### config.mk
export PLATFORM = sky130hd
export DESIGN_NAME = seq_divider
export DESIGN_NICKNAME = d
export VERILOG_FILES = /design/src/rtl/seq_divider.sv
export SDC_FILE = /design/constraint.sdc
export NUM_CORES = 1
export LEC_CHECK = 0
export BUFFER_PORTS_ARGS = -buffer_cell sky130_fd_sc_hd__buf_4
export CORE_UTILIZATION = 40
export CTS_CLUSTER_SIZE = 25
export DETAILED_ROUTE_END_ITERATION = 16
export GPL_ROUTABILITY_DRIVEN = 0
export PLACE_DENSITY = 0.65
export SLEW_MARGIN = 20
export SYNTH_ARGS = -nofsm -noshare
export SYNTH_HDL_FRONTEND = slang
export SYNTH_SLANG_ARGS = --single-unit
export TNS_END_PERCENT = 50
### constraint.sdc
create_clock -name clk -period 3.7 [get_ports clk]
set_input_delay 0.555 -clock clk [delete_from_list [all_inputs] [get_ports clk]]
set_output_delay 0.555 -clock clk [all_outputs]
set_load 0.01 [all_outputs]
### src/rtl/seq_divider.sv
// Sequential signed divider: restoring division on operand magnitudes, one
// quotient bit per clock, with results truncated toward zero as MIPS DIV does.
module seq_divider #(
  parameter int WIDTH = 32
) (
  input  logic             clk,
  input  logic             reset,
  input  logic             start,
  input  logic             abort,
  input  logic [WIDTH-1:0] dividend,
  input  logic [WIDTH-1:0] divisor,
  output logic             busy,
  output logic             done,
  output logic             div_zero,
  output logic [WIDTH-1:0] hi,
  output logic [WIDTH-1:0] lo
);

  localparam int CW = (WIDTH > 1) ? $clog2(WIDTH) : 1;

  typedef enum logic [1:0] {
    IDLE = 2'd0,
    RUN  = 2'd1,
    FIX  = 2'd2,
    DONE = 2'd3
  } state_t;

  state_t           state_q, state_d;
  logic [CW-1:0]    cnt_q, cnt_d;
  logic [WIDTH-1:0] rem_q, rem_d;
  logic [WIDTH-1:0] quo_q, quo_d;
  logic [WIDTH-1:0] dvsr_q, dvsr_d;
  logic             qneg_q, qneg_d;
  logic             rneg_q, rneg_d;
  logic             zero_q, zero_d;
  logic [WIDTH-1:0] hi_q, hi_d;
  logic [WIDTH-1:0] lo_q, lo_d;
  logic             busy_q, busy_d;
  logic             done_q, done_d;
  logic             divz_q, divz_d;

  logic [WIDTH-1:0] dvd_mag;
  logic [WIDTH-1:0] dvs_mag;
  logic [WIDTH-1:0] rem_sh;
  logic [WIDTH-1:0] quo_sh;

  // The magnitude of the most negative value wraps to itself, which is the
  // correct unsigned magnitude, so no extra bit is needed.
  always_comb begin
    dvd_mag = dividend[WIDTH-1] ? (~dividend + 1'b1) : dividend;
    dvs_mag = divisor[WIDTH-1]  ? (~divisor + 1'b1)  : divisor;
    rem_sh  = {rem_q[WIDTH-2:0], quo_q[WIDTH-1]};
    quo_sh  = {quo_q[WIDTH-2:0], 1'b0};
  end

  always_comb begin
    state_d = state_q;
    cnt_d   = cnt_q;
    rem_d   = rem_q;
    quo_d   = quo_q;
    dvsr_d  = dvsr_q;
    qneg_d  = qneg_q;
    rneg_d  = rneg_q;
    zero_d  = zero_q;
    hi_d    = hi_q;
    lo_d    = lo_q;
    busy_d  = busy_q;
    done_d  = 1'b0;
    divz_d  = 1'b0;

    unique case (state_q)
      IDLE: begin
        busy_d = 1'b0;
        if (start && !abort) begin
          busy_d = 1'b1;
          zero_d = (divisor == '0);
          // A zero divisor skips the iterations and reports through FIX.
          if (divisor == '0) begin
            state_d = FIX;
          end else begin
            state_d = RUN;
            cnt_d   = '0;
            rem_d   = '0;
            quo_d   = dvd_mag;
            dvsr_d  = dvs_mag;
            qneg_d  = dividend[WIDTH-1] ^ divisor[WIDTH-1];
            rneg_d  = dividend[WIDTH-1];
          end
        end
      end
      RUN: begin
        if (abort) begin
          state_d = IDLE;
          busy_d  = 1'b0;
        end else begin
          if (rem_sh >= dvsr_q) begin
            rem_d = rem_sh - dvsr_q;
            quo_d = quo_sh | {{(WIDTH-1){1'b0}}, 1'b1};
          end else begin
            rem_d = rem_sh;
            quo_d = quo_sh;
          end
          if (cnt_q == CW'(WIDTH - 1)) begin
            state_d = FIX;
          end else begin
            cnt_d = cnt_q + 1'b1;
          end
        end
      end
      FIX: begin
        if (abort) begin
          state_d = IDLE;
          busy_d  = 1'b0;
        end else begin
          state_d = DONE;
          done_d  = 1'b1;
          if (zero_q) begin
            divz_d = 1'b1;
          end else begin
            lo_d = qneg_q ? (~quo_q + 1'b1) : quo_q;
            hi_d = rneg_q ? (~rem_q + 1'b1) : rem_q;
          end
        end
      end
      DONE: begin
        state_d = IDLE;
        busy_d  = 1'b0;
      end
      default: begin
        state_d = IDLE;
        busy_d  = 1'b0;
      end
    endcase
  end

  always_ff @(posedge clk or negedge reset) begin
    if (!reset) begin
      state_q <= IDLE;
      cnt_q   <= '0;
      rem_q   <= '0;
      quo_q   <= '0;
      dvsr_q  <= '0;
      qneg_q  <= 1'b0;
      rneg_q  <= 1'b0;
      zero_q  <= 1'b0;
      hi_q    <= '0;
      lo_q    <= '0;
      busy_q  <= 1'b0;
      done_q  <= 1'b0;
      divz_q  <= 1'b0;
    end else begin
      state_q <= state_d;
      cnt_q   <= cnt_d;
      rem_q   <= rem_d;
      quo_q   <= quo_d;
      dvsr_q  <= dvsr_d;
      qneg_q  <= qneg_d;
      rneg_q  <= rneg_d;
      zero_q  <= zero_d;
      hi_q    <= hi_d;
      lo_q    <= lo_d;
      busy_q  <= busy_d;
      done_q  <= done_d;
      divz_q  <= divz_d;
    end
  end

  assign busy     = busy_q;
  assign done     = done_q;
  assign div_zero = divz_q;
  assign hi       = hi_q;
  assign lo       = lo_q;

endmodule

==> results of run 1 <==
[layer usage]
metal | global-route usage [%] | vias up
li1 | - | 4987
met1 | 30.7 | 4575
met2 | 29.5 | 194
met3 | 3.09 | 28
met4 | 5.52 | 0
met5 | 0 | -
[cell families after synthesis]
family	Yosys count	share of synthesized area, %
compound gates	408	21.5
xor+xnor	144	11.2
fa+ha+maj	43	4.83
buf+inv	118	3.96
flops	173	38.3
mux	27	2.45
simple gates	434	17.8
[Yosys cell counts (all sizes together), types with 3 or more instances]
cell type	n
nand2	214
o21ai	197
dfrtp	173
xor2	99
a21oi	87
nor2	86
inv	54
clkbuf	52
xnor2	45
ha	42
o31ai	33
mux2i	22
o41ai	22
or4	19
nand2b	16
a21o	15
nor3	15
or3	15
nand3	13
buf	12
a22o	11
nand4	10
nor4	9
and3	7
nor2b	6
o211ai	6
or2	6
mux2	5
nand3b	5
and2	4
o22ai	4
a211oi	3
a21boi	3
o21bai	3
[worst paths after layout]
check / end / slack (ps) / cells after the start
max: hi[30] / 270 / 11
max in group asynchronous: rem_q[27] / 2780 / 2
max reg2reg: hi[30] / 270 / 11
min in group clk: busy / 320 / 2
min: hi[7] / 50 / 1
min reg2reg: lo[23] / 480 / 2
[registers in the layout, summed over array words and instances, names as in the netlist]
| name | cells |
|---|---|
| quo_q | 32 |
| lo | 32 |
| cnt_q | 5 |
| hi | 32 |
| div_zero | 1 |
| zero_q | 1 |
| qneg_q | 1 |
| rneg_q | 1 |
| done | 1 |
| dvsr_q | 32 |
| rem_q | 32 |
| state_q | 2 |
| busy | 1 |
[report_power, final]
part	switching, mW	internal [mW]	total (mW)
logic	3.70	2.72	6.43
clock network	0.890	0.910	1.80
registers	0.801	2.70	3.50
total	5.39	6.33	11.7
[cell type report]
cell class / instances / area share (%)
clock inverter: 15 / 1.30
sequential: 173 / 32.2
tap: 378 / 3.52
inverter: 54 / 1.51
multi-input combinational: 1056 / 48.8
timing repair buffer: 163 / 9.42
clock buffer: 17 / 3.17
[worst reg2reg max path: cells and delay by family, from the launching register on]
kind	cells	cell delay (ps)
AND/OR/NAND/NOR	5	1900
flip-flops	1	430
AO/OA/AOI/OAI	2	310
buffers and inverters	2	240
adder cells (fa/ha/maj)	1	210
XOR/XNOR	1	190
[through the flow]
step / setup WS [ps] / utilization (%) / instances / hold slack, ps
2_1_floorplan: 520 / - / 1347 / 259
4_1_cts: 279 / 48.3 / 1856 / 54.5
3_3_place_gp: 251 / 46.2 / 1824 / 463
5_1_grt: 90.2 / 48.3 / 1856 / 69.4
6_report: 270 / 48.3 / 1856 / 51.0
3_5_place_dp: 234 / 46.2 / 1824 / 472
==> metrics.txt, run 1 <==
Worst EP required=4000 ps; crit-path cells=inv_1, ha_1, or4b_2, or3_1, or2_2, inv_1, nand2_1, or4_1, o21ai_0, xor2_1, o21ai_0; # port buffers=roughly 130; layout cell share with drive strength beyond 1=15.2%; drt wl/cell=roughly 15 um; first-pass detailed-route iteration total=4; post-cts sizing count=0; initial antenna violation count=0; register area=roughly 0.0043 mm2; CTS tree=built; io pins=135; gr ovfl total=0; Area contributors post-synth=dfrtp_1 (38%), o21ai_0 (8.7%), xor2_1 (7.7%), nand2_1 (7.1%), ha_1 (4.6%); Rel. slew slack=around two fifths; CP arrival=3730 ps; met3 wire len=1.29 mm; Critical Path Sink Type=register; peak supply drop=0.370 mV; num rows=61; Lkg Pwr=between 6 and 7 nW; PwrDens=approximately 870 mW/mm2; # diodes=0; Max Freq=292 MHz; Tmin final=3430 ps; synthesized area=0.0113 mm2; Largest stage delay, worst path=about 630 ps; Starting DRT DRC Count=513; nets=about 1600; Mean Syn Cell Area=8.39 um2; overall power=11.7 mW; Multi-input gate area=~0.0066 mm2; max layer used=met4; hold-fix buffers at CTS=0; total CTS buffers=17; slowest CP cell=or4b_2; Critical R2R Launch=rem_q[0]; crit path launch=rem_q[0]; final hold vios=0; Final period util=between 90% and 100%; maximum clock path buffer count=2; register area share after synthesis=38.3%; DP Area=0.0128 mm2; Cells after Synth=1347; die height=170 um; worst min path class=in -> async; area fraction of the dominant cell type after synthesis=38.3%; GRT Total Usage=20.2%; first-pass GRT wire length=46.8 mm; critical path class=reg -> reg; Slew Viols, Final=0; ys async rst share=100%; Initial Utilization=40.7%; met2 wire len=12.1 mm; largest net degree at the start of global routing=92; status=finished, final reports clean; clk root buf=clkbuf_16; CP bufs+invs=2; DRC violations left=0; cell area after layout=0.0134 mm2; Die X=around 170 um; flops & latches, synth=approximately 170; Max-Cap Viols=0; Area Overhead vs Synth=18.7%; Setup Skew=roughly 12 ps; Core Region=0.0278 mm2; drt total wl=28.7 mm; Sum Neg Setup Slack=0 ps; CP Launch Type=register; Synth Flop Type=dfrtp_1; Clock Latency Late Sink=430 ps; vias per cell=5.27; Die ar.=0.0289 mm2; clock-pin slew on the worst setup and hold paths=70 ps; vias in the first global route=9077; most common cell after layout, fill and taps aside=nand2_1; detailed-route via count=9784; warnings from Yosys=0; critical path's top delay family=simple AND/OR/NAND/NOR gates; EDFF count, synth=0; Layout fillers=2767; count of cell types in the netlist=64; met1 WL=14.9 mm; synthesized net count=roughly 1500; commonest non-fill, non-tap cells in the layout=nand2_1 (214), o21ai_0 (197), dfrtp_1 (173), buf_4 (159), xor2_1 (99); dpl hpwl=roughly 22 mm; post-CTS setup buffer count=0; Worst Tran Pin Value=925 ps; final setup vio count=0; peak fanout along the critical path=5; DRT antenna net count=0; area leader, netlist=dfrtp_1; clk sinks=~170; RSZ-0062 raised after global routing=false; H-tree Lvls=4
(Power assumes the default switching activity.)
==> run 2: changes to the inputs <==
--- a/config.mk
+++ b/config.mk
@@ -5,6 +5,7 @@
 export SDC_FILE = /design/constraint.sdc
 export NUM_CORES = 1
 export LEC_CHECK = 0
+export ABC_AREA = 1
 export BUFFER_PORTS_ARGS = -buffer_cell sky130_fd_sc_hd__buf_4
 export CORE_UTILIZATION = 40
 export CTS_CLUSTER_SIZE = 25
==> run 2 against run 1 <==
Clock skew grew 2.6 ps. Non-clock buffer count shrank 22. Fmax grew 19%. Global-route usage grew 2.7 points.
==> metrics.txt, run 2 <==
num rows=66; ys async rst share=100%; Sum Neg Setup Slack=0 ps; Post-synth top cells=nand2_1 (694), inv_1 (272), nand3_1 (217); Worst R2R End=rem_q[27]; Synth Flop Type=dfrtp_1; peak supply drop=between 0.3 and 0.4 mV; worst min path class=in -> async; post-cts sizing count=0; DRT antenna net count=0; die height=184 um; Cells after Synth=approximately 2000; PwrDens=650 mW/mm2; largest net degree at the start of global routing=81; CP arrival=between 3000 and 4000 ps; area leader, netlist=dfrtp_1; Area contributors post-synth=dfrtp_1 (33%), nand2_1 (20%), nand3_1 (8.2%), inv_1 (7.7%), xor2_1 (4.6%); Rel. slew slack=34.3%; Die X=184 um; Finished Layout Cells=2574; final setup vio count=0; clk root buf=clkbuf_16; drt wl/cell=14.6 um; layout cell share with drive strength beyond 1=a little over a tenth; detailed-route via count=between 10000 and 15000; critical path class=reg -> reg; most common cell after layout, fill and taps aside=nand2_1; post-CTS setup buffer count=0; io pins=135; post-layout util=46.5%; most common cell in the synthesized netlist=nand2_1; Critical Path Sink Type=register; Clock Latency Late Sink=450 ps; vias per cell=5.02; drt total wl=~38 mm; Starting DRT DRC Count=1047; Worst EP required=4040 ps; Core Region=0.0325 mm2; warnings from Yosys=0; Initial Utilization=~40%; hold-fix buffers at CTS=0; area fraction of the dominant cell type after synthesis=32.7%; Die ar.=~0.034 mm2; Critical Path Sink=rem_q[27]; Mean Syn Cell Area=6.57 um2; CP Launch Type=register; commonest non-fill, non-tap cells in the layout=nand2_1 (694), inv_1 (272), nand3_1 (217), dfrtp_1 (173), nor2_1 (147); GRT Total Usage=22.9%; status=finished, final reports clean; nets=roughly 2200; clk sinks=173; first-pass detailed-route iteration total=6; crit path launch=quo_q[31]; overall power=9.82 mW; Worst Tran Pin Value=986 ps; placed cell count=2543; reg2reg path depth=15; Lkg Pwr=8.14 nW; count of cell types in the netlist=47; clock-pin slew on the worst setup and hold paths=70 ps; r2r setup slk=830 ps; Max-Cap Viols=0; Area Overhead vs Synth=14.1%; gr ovfl total=0; H-tree Lvls=4; DRC violations left=0; # port buffers=~130; maximum clock path buffer count=2; RSZ-0062 raised after global routing=false; total CTS buffers=17; Slew Viols, Final=0; peak fanout along the critical path=33; Setup Skew=14.3 ps; Critical R2R Launch=quo_q[31]; vias in the first global route=roughly 12000; Final period util=77.7%; CTS tree=built; Tmin final=2870 ps; initial antenna violation count=1; synthesized area=around 0.013 mm2; EDFF count, synth=0; synthesized net count=2128; final hold vios=0; register area share after synthesis=roughly a third; # diodes=0; flops & latches, synth=173; pre-CTS setup slack=between 800 and 900 ps; dpl hpwl=29.5 mm; Final WS setup=826 ps; first-pass GRT wire length=61.9 mm; Max Freq=348 MHz
[run 2: cell count changes after synthesis, sizes merged, moves of 25 or more]
cell    change
a21oi      -61
clkbuf     -29
o21ai      -70
inv       +229
xor2       -30
nand3     +208
xnor2      -25
nand2     +489
nor2       +79
[run 2: kinds of logic after synthesis]
family                     after synthesis  share of synthesized area [%]
buffers and inverters                  342                           10.7
xor gates and xnor gates                89                           5.88
AOI/OAI and AO/OA                      202                           8.87
adders and majority gates               43                           4.12
DFF                                    173                           32.7
and+or+nand+nor                       1168                           37.8
[run 2: report_power, final]
| group | internal [mW] | switching [mW] |
|---|---|---|
| clock | 0.957 | 0.839 |
| sequential | 2.57 | 0.578 |
| combinational | 1.77 | 3.10 |
[run 2: worst max-delay path, stage by stage (launching register included)]
cell and delay, ps:
dfrtp_1 390, inv_1 150, ha_1 270, fa_1 410, inv_1 110, nand2_1 50
nand2_1 70, nand3_1 70, nand2_2 110, nand2_1 90, nand3_2 90, nand2_4 220
nand2_4 380, nand3_1 190, nand2_1 100, nand2_1 50
[run 2: through the flow]
step / hold WS [ps] / instance area (um2)
floorplan: 259 / 13300
global placement: 466 / 14600
detailed placement: 473 / 14600
CTS: 187 / 15100
global route: 193 / 15100
finish: 153 / 15100
[run 2: layout make-up]
cell class                      count  area, um2
Clock buffer                       18        439
Inverter                          285       1070
Multi-Input combinational cell   1502       7510
Clock inverter                     13        133
Tap cell                          442        553
Fill cell                        3423      17400
Sequential cell                   173       4330
Timing Repair Buffer              141       1090
[run 2: how the worst min path moves through the flow]
stage,startpoint,endpoint,slack (ps),cells after the start
global route,reset,lo[4],190,1
CTS,reset,lo[4],190,1
floorplan,reset,busy,260,0
global placement,hi[30],hi[30],470,2
finish,reset,lo[4],150,1
detailed placement,hi[27],hi[27],470,2
[run 2: layer usage]
metal | part of all wire [%] | wire [um] | global-route usage, %
met4 | 1.7 | 631 | 6.33
met5 | 0.029 | 11 | 0
met2 | 41 | 15400 | 32.3
met3 | 6.9 | 2580 | 3.35
met1 | 51 | 19100 | 35.6
